[src/rtl/stopw_mux.sv]
// stopw_mux: multi-decade BCD stopwatch with a multiplexed 7-segment display.
//
// Ports
//   Clk        system clock; all state changes happen on its rising edge
//   RES        asynchronous reset, active high
//   StartStop  a rising edge toggles run/stop
//   Lap        a rising edge toggles display freeze (only when STOPW_LAP_EN is defined)
//   Clr        level; zeroes the time, prescaler, Ovf and freeze while stopped
//   AN         one-hot digit enable, bit 0 = least significant decade
//   Y          segments a..g on Y[6:0], decimal point on Y[7] (always 0)
//   Running    high while the stopwatch is counting
//   Ovf        sticky flag, set when the count wraps from all nines
//
// Configuration macro: STOPW_LAP_EN builds the lap freeze and hold register.
// Without it Lap is ignored and the display always shows the live count.
//
// state      | meaning
// -----------+---------------------------------------------
// ST_STOPPED | prescaler and decades hold; Clr is honoured
// ST_RUNNING | prescaler runs, decades advance on each tick
module stopw_mux #(
  parameter int DIGITS   = 4,
  parameter int TICK_DIV = 2,
  parameter int SCAN_DIV = 4
) (
  input  logic              Clk,
  input  logic              RES,
  input  logic              StartStop,
  input  logic              Lap,
  input  logic              Clr,
  output logic [DIGITS-1:0] AN,
  output logic [7:0]        Y,
  output logic              Running,
  output logic              Ovf
);

  localparam int IW = (DIGITS > 1) ? $clog2(DIGITS) : 1;
  localparam int PW = (TICK_DIV > 1) ? $clog2(TICK_DIV) : 1;
  localparam int SW = (SCAN_DIV > 1) ? $clog2(SCAN_DIV) : 1;
  localparam logic [PW-1:0] PRE_LAST  = PW'(TICK_DIV - 1);
  localparam logic [SW-1:0] SCAN_LAST = SW'(SCAN_DIV - 1);
  localparam logic [IW-1:0] IDX_LAST  = IW'(DIGITS - 1);

  typedef enum logic {ST_STOPPED = 1'b0, ST_RUNNING = 1'b1} state_t;

  state_t                 r_state, w_state_nxt;
  logic                   r_armed, r_ss_d;
  logic                   w_ss_edge, w_tick, w_clr;
  logic [PW-1:0]          r_pre, w_pre_nxt;
  logic [DIGITS-1:0][3:0] r_dec, w_dec_nxt, w_disp;
  logic                   r_ovf, w_ovf_nxt;
  logic [SW-1:0]          r_scan;
  logic [IW-1:0]          r_idx;
  logic [3:0]             w_digit;
  logic [6:0]             w_seg;

  // r_armed is low only for the first cycle after reset. It keeps an input
  // that was already high during reset from being seen as a rising edge
  // while the edge-detect registers still hold their reset value of 0.
  always_ff @(posedge Clk or posedge RES) begin
    if (RES) begin
      r_armed <= 1'b0;
      r_ss_d  <= 1'b0;
    end else begin
      r_armed <= 1'b1;
      r_ss_d  <= StartStop;
    end
  end

  assign w_ss_edge = StartStop & ~r_ss_d & r_armed;

  always_ff @(posedge Clk or posedge RES) begin
    if (RES) r_state <= ST_STOPPED;
    else     r_state <= w_state_nxt;
  end

  always_comb begin
    w_state_nxt = r_state;
    Running     = 1'b0;
    w_clr       = 1'b0;
    w_tick      = 1'b0;
    case (r_state)
      ST_STOPPED: begin
        w_clr = Clr;
        if (w_ss_edge) w_state_nxt = ST_RUNNING;
      end
      ST_RUNNING: begin
        Running = 1'b1;
        w_tick  = (r_pre == PRE_LAST);
        if (w_ss_edge) w_state_nxt = ST_STOPPED;
      end
      default: w_state_nxt = ST_STOPPED;
    endcase
  end

  // Ripple carry through the decades: a decade advances only when every
  // lower decade is at 9. A carry out of the top decade is the overflow.
  always_comb begin
    logic carry;
    w_dec_nxt = r_dec;
    w_pre_nxt = r_pre;
    w_ovf_nxt = r_ovf;
    carry     = w_tick;
    if (r_state == ST_RUNNING)
      w_pre_nxt = (r_pre == PRE_LAST) ? '0 : r_pre + 1'b1;
    for (int k = 0; k < DIGITS; k++) begin
      if (carry) begin
        if (r_dec[k] == 4'd9) begin
          w_dec_nxt[k] = 4'd0;
        end else begin
          w_dec_nxt[k] = r_dec[k] + 4'd1;
          carry        = 1'b0;
        end
      end
    end
    if (carry) w_ovf_nxt = 1'b1;
    if (w_clr) begin
      w_dec_nxt = '0;
      w_pre_nxt = '0;
      w_ovf_nxt = 1'b0;
    end
  end

  always_ff @(posedge Clk or posedge RES) begin
    if (RES) begin
      r_pre <= '0;
      r_dec <= '0;
      r_ovf <= 1'b0;
    end else begin
      r_pre <= w_pre_nxt;
      r_dec <= w_dec_nxt;
      r_ovf <= w_ovf_nxt;
    end
  end

  assign Ovf = r_ovf;

`ifdef STOPW_LAP_EN
  logic                   r_lap_d, r_frz;
  logic                   w_lap_edge;
  logic [DIGITS-1:0][3:0] r_hold;

  assign w_lap_edge = Lap & ~r_lap_d & r_armed;

  // The hold register captures the count as it stands before this edge's
  // increment. A clear while stopped takes priority over a Lap edge.
  always_ff @(posedge Clk or posedge RES) begin
    if (RES) begin
      r_lap_d <= 1'b0;
      r_frz   <= 1'b0;
      r_hold  <= '0;
    end else begin
      r_lap_d <= Lap;
      if (w_clr) begin
        r_frz <= 1'b0;
      end else if (w_lap_edge) begin
        r_frz <= ~r_frz;
        if (!r_frz) r_hold <= r_dec;
      end
    end
  end

  assign w_disp = r_frz ? r_hold : r_dec;
`else
  logic w_unused_lap;
  assign w_unused_lap = Lap;
  assign w_disp       = r_dec;
`endif

  always_ff @(posedge Clk or posedge RES) begin
    if (RES) begin
      r_scan <= '0;
      r_idx  <= '0;
    end else if (r_scan == SCAN_LAST) begin
      r_scan <= '0;
      r_idx  <= (r_idx == IDX_LAST) ? '0 : r_idx + 1'b1;
    end else begin
      r_scan <= r_scan + 1'b1;
    end
  end

  assign w_digit = w_disp[r_idx];

  always_comb begin
    AN        = '0;
    AN[r_idx] = 1'b1;
  end

  always_comb begin
    w_seg = 7'h00;
    case (w_digit)
      4'd0: w_seg = 7'h3F;
      4'd1: w_seg = 7'h06;
      4'd2: w_seg = 7'h5B;
      4'd3: w_seg = 7'h4F;
      4'd4: w_seg = 7'h66;
      4'd5: w_seg = 7'h6D;
      4'd6: w_seg = 7'h7D;
      4'd7: w_seg = 7'h07;
      4'd8: w_seg = 7'h7F;
      4'd9: w_seg = 7'h6F;
      default: w_seg = 7'h00;
    endcase
  end

  assign Y = {1'b0, w_seg};

endmodule
[config.mk]
export PLATFORM = sky130hd
export DESIGN_NAME = stopw_mux
export DESIGN_NICKNAME = d
export VERILOG_FILES = /design/src/rtl/stopw_mux.sv
export SDC_FILE = /design/constraint.sdc
export NUM_CORES = 1
export LEC_CHECK = 0
export CAP_MARGIN = 40
export CORE_UTILIZATION = 56
export DETAILED_ROUTE_END_ITERATION = 12
export HOLD_SLACK_MARGIN = 0.06
export PLACE_DENSITY = 0.89
export SYNTH_ARGS = -nofsm -noshare
export SYNTH_HDL_FRONTEND = slang
export SYNTH_SLANG_ARGS = --single-unit
[constraint.sdc]
create_clock -name Clk -period 2.03 [get_ports Clk]
set_input_delay 0.203 -clock Clk [delete_from_list [all_inputs] [get_ports Clk]]
set_output_delay 0.203 -clock Clk [all_outputs]
set_load 0.03 [all_outputs]
# After elaboration in Yosys (flattened, before gate mapping)
# Memories as Yosys holds them, arrays and structs flattened.
# Cells that the tools add are included.
[classes]
add_sub_neg = 7
n_lt_le_gt_ge = 2
eq_ne = 6
n_mux = 34
bitwise_logic = 4
n_reduce_logical = 7
[ops]
columns = ["operator", "n"]
rows = [
  ["2-to-1 mux 4 bit", 9],
  ["2-to-1 mux 1 bit", 19],
  ["adder 4 x 1 -> 4 bit (second input constant)", 4],
  ["equality test 4 bit (second input constant)", 4],
  ["2-to-1 mux 16 bit", 1],
  ["nonzero test 2 bit", 6],
  ["binary-select mux 4 bit (select 2 bit)", 1],
  ["adder 2 x 1 -> 2 bit (second input constant)", 2],
  ["equality test 2 bit (second input constant)", 2],
  ["2-to-1 mux 2 bit", 2],
  ["< comparator 2 x 3 -> 1 bit (second input constant)", 1],
  ["bitwise AND 1 bit", 2],
  ["demux 1 bit (select 2 bit)", 1],
  ["greater-or-equal comparator 2 x 1 -> 1 bit (second input constant)", 1],
  ["inverter 1 bit", 2],
  ["case mux 1 bit (2 select lines)", 1],
  ["adder 1 bit (second input constant)", 1],
  ["logical AND 1 bit", 1],
]
[totals]
regBits = 25
romBits = 112
input_bits = 5
output_inout_bits = 14
elab_cells = 72
n_memories = 1
[memory_table]
columns = ["memory", "depth", "width", "rd", "rd_clocked_by_memory_dff", "write_ports", "line", "rtl"]
rows = [
  ["(no name shown)", 16, 7, 1, 0, 0, "191", "case (w_digit)"],
]

# Longest topological paths before layout
[logic_depth]
ltp_word = 8
mapped_depth = 8
mapped_depth_nobuf = 6

# Least setup slack after synthesis
# OpenSTA, ideal clock, no wires.
[synth_path]
path_kind = "register -> output"
start = "register r_idx[0]"
end = "output port Y[1]"
arrival_time_ps = 2173
required_ps = 1827
setup_slack_ps = -346
path_stages_with_launch = 6
path_buffers = 1
path_cell_list = "dfrtp_1 -> buf_6 -> mux4_2 -> inv_1 -> ha_1 -> o21ai_0"
[synth_between]
elab_chain_cells = 3
[synth_lines]
columns = ["item", "line", "rtl"]
rows = [
  ["start, declared", "53", "logic [IW-1:0] r_idx;"],
  ["start signal, assigned", "176", "r_idx <= (r_idx == IDX_LAST) ? '0 : r_idx + 1'b1;"],
  ["binary-select mux 4 bit (select 2 bit)", "182", "assign w_digit = w_disp[r_idx];"],
  ["2-to-1 mux 4 bit (implied by the code)", "182", ""],
  ["memory read (16 x 7 bit)", "-", ""],
  ["end, declared", "32", "output logic [7:0] Y,"],
]
# No other way between the ends. The select of a mux whose other input is x is not followed.

# Final worst setup path
[layout_path]
start = "register r_idx[0]"
end = "output port Y[5]"
# Same word-level chain as after synthesis.

==> results.py <==
metrics = {
    "route": {
        "dr_total_vias": 1494,
        "ant_nets": 0,
        "drt_wl_total_um": 4270,
        "first_pass_iters": 8,
        "routed_via_density": 6.00,
        "wl_per_cell_um": 17.1,
        "drtIter0Drc": 52,
        "route.detailed.drc": 4,
    },
    "grt": {
        "grt_pass1_vias": 1559,
        "antenna_found_initial": 0,
        "grtUsageTotal": 0.279,
        "grt_overflow": 0,
        "grt_first_pass_wirelength_um": 6820,
        "grt_max_degree": 26,
    },
    "place": {
        "dp_hpwl_um": 3050,
        "io_buffers": 16,
        "gp_congestion": 0.819,
    },
    "clock_tree": {
        "cts_max_path_buffers": 2,
        "numCtsBuffers": 3,
        "clockRootBuffer": "clkbuf_4",
        "clkTransAtPathRegs_ns": 0.14,
        "hold_buffers": 0,
        "cts.sinks": 25,
        "cts_tree": "yes",
        "cts_max_level": 1,
        "clk_latency_ns": 0.33,
    },
    "synth": {
        "synth_edf_count": 0,
        "synth_async_sr_flop_share": 1.00,
        "syn-num-nets": 194,
        "synth_seq_cells": 25,
        "synth_area_um2": 1680,
        "synth_compound_area_frac": 0.141,
        "muxShareOfSynthArea": 0.0863,
        "synth_cells": 170,
        "yosysTopAreaCell": "dfrtp_1",
        "yosys.area_share.simple": 0.184,
        "avgSynthCellArea_um2": 9.89,
        "synth_xor_area_frac": 0.0104,
        "synth_top_area_frac": 0.372,
        "ys_types": 48,
        "synth_top_family_by_area": "simple AND/OR/NAND/NOR gates",
        "synth-main-ff-cell": "dfrtp_1",
        "yosys_warnings": 0,
        "synthTopCellsByArea": "dfrtp_1 (37%), ha_1 (14%), nor2_1 (4.2%)",
        "synth_seq_area_share": 0.372,
        "synthAdderAreaFrac": 0.141,
    },
    "timing": {
        "hold_viol": 0,
        "fmax_ghz": 0.436,
        "period_share": 1.13,
        "rsz0062_at_grt": "yes",
        "setup_ws_ns": -0.263,
        "holdWs_ns": 0.210,
        "min_period_ns": 2.29,
        "final_max_slew_viol_count": 0,
        "fin_skew_ns": 0.0120,
        "setup_violations": 8,
    },
    "die": {
        "fp.dieW_um": 56.8,
        "core_um2": 2810,
        "chipHeight_um": 56.8,
        "num_rows": 19,
        "die_area_um2": 3230,
        "io_pins": 19,
        "initial_core_util": 0.599,
    },
    "finish": {
        "final_nets": 243,
        "drive_gt1_frac": 0.362,
        "syn2layout_area_growth_pct": 34.0,
        "n_antenna_cell": 0,
    },
    "power": {
        "finalPower_mw": 1.88,
        "irDropWorstVdd_v": 0.000731,
        "leakage_nw": 1.06,
        "power_density_nw_per_um2": 835,
    },
    "worst_setup_path": {
        "critPathRequiredTime_ns": 1.83,
        "cp-start-kind": "register",
        "worst_setup_path_end_kind": "output port",
        "critPathKind": "register to output port",
        "cp_max_fo": 6,
        "crit_arrival_ns": 2.09,
    },
    "run": {
        "maxCapViolCount": 0,
    },
    "status": {
        "violations": "design-rule violations, negative setup slack",
        "status": "finished, violations left",
    },
    "min_path": {
        "hold_class": "input port to async pin",
    },
}
[report_power, final]
| group | switching (mW) | internal [mW] | total [mW] |
|---|---|---|---|
| registers | 0.0531 | 0.538 | 0.591 |
| logic | 0.573 | 0.492 | 1.07 |
| clock network | 0.153 | 0.0740 | 0.227 |
| total | 0.778 | 1.10 | 1.88 |
[path summary, 6_finish.rpt]
| kind | slack, ns | from | to | depth (start not counted) |
|---|---|---|---|---|
| worst min register to register | 0.46 | r_scan[0]$_DFF_PP0_ | r_scan[0]$_DFF_PP0_ | 1 |
| worst max register to register | 0.09 | r_dec[5]$_DFFE_PP0P_ | r_dec[15]$_DFFE_PP0P_ | 7 |
| worst max-delay path | -0.26 | r_idx[0]$_DFFE_PP0P_ | Y[5] | 7 |
| min in group Clk | 0.33 | StartStop | r_ss_d$_DFF_PP0_ | 1 |
| max in group asynchronous | 1.57 | RES | r_idx[0]$_DFFE_PP0P_ | 3 |
| worst min-delay path | 0.21 | RES | r_dec[10]$_DFFE_PP0P_ | 3 |
[cell type report]
| cell class | instances | area, µm² |
|---|---|---|
| Clock buffer | 3 | 22.5 |
| Clock inverter | 1 | 5.00 |
| Fill cell | 168 | 552 |
| Inverter | 12 | 51.3 |
| Multi-Input combinational cell | 125 | 1040 |
| Sequential cell | 25 | 626 |
| Tap cell | 31 | 38.8 |
| Timing Repair Buffer | 52 | 469 |
[placed cells by master (no fill, tap or decap), types with 2 or more instances in the layout]
master	instances
dfrtp_1	25
nand2_1	12
clkbuf_2	2
mux2i_1	4
nand4_1	3
o21ai_2	2
or3_1	2
ha_4	3
nand2b_1	2
clkbuf_4	3
a21oi_1	7
clkdlybuf4s50_1	5
buf_6	18
ha_1	15
conb_1	2
buf_4	25
mux4_2	4
and3b_1	4
nor2_2	2
clkinv_2	2
nor2b_1	2
nand3_1	4
and3_1	2
inv_1	8
o22ai_2	2
nor2_1	17
nor3_1	2
o21ai_0	9
inv_2	2
[worst max-delay path: stages, from the launching register on]
cell	delay (ns)
dfrtp_1	0.45
buf_6	0.13
buf_6	0.09
mux4_2	0.52
buf_6	0.16
buf_4	0.14
o22ai_2	0.13
buf_6	0.15
[stage by stage]
stage                      util  std cells  instance area (µm²)  TNS [ns]  setup slack [ns]
after floorplan               -        170                 1700    -0.116            -0.116
after global placement    0.730        238                 2050    -0.251            -0.251
after detailed placement  0.730        238                 2050    -0.406            -0.328
after CTS                 0.789        248                 2210     -1.50            -0.245
after global routing      0.803        249                 2250     -2.19            -0.331
final                     0.803        249                 2250     -1.67            -0.263
[per-layer routing]
layer,track usage,routed length [µm]
met1,0.284,1530
met2,0.563,2410
met3,0.0438,203
met4,0.0976,129
met5,0,0
[state kept, by name, indices dropped and copies added, names as in the netlist]
signal / cells
r_idx: 2
r_scan: 2
r_ss_d: 1
r_dec: 16
r_state: 1
r_pre: 1
r_armed: 1
Ovf: 1
[cells by family after synthesis]
kind of cell	count (synthesis)
compound gates	34
xor+xnor	2
fa+ha+maj	19
buf+inv	20
flops	25
mux	9
other cells	2
simple gates	59
[Yosys cell counts, drive strengths merged, types with 2 or more instances]
library cell and n:
conb 2, o22ai 2, nor3 2, nand2 13, mux4 4, nor2b 3
o2bb2ai 2, o21ai 13, inv 11, buf 7, a21oi 8, ha 19
nand3 5, mux2i 4, or3 2, and3b 4, and3 2, nor2 19
nand4 3, nand2b 2, dfrtp 25
[timing repair]
action | CTS | global route
cloned | 0 | 0
gates resized for setup | 37 | 16
buffers inserted | 6 | 1
pin swaps | 5 | 3
hold endpoints to repair | 0 | 0
setup endpoints to repair | 9 | 9
Note: power is estimated with default switching activity, not from simulation.
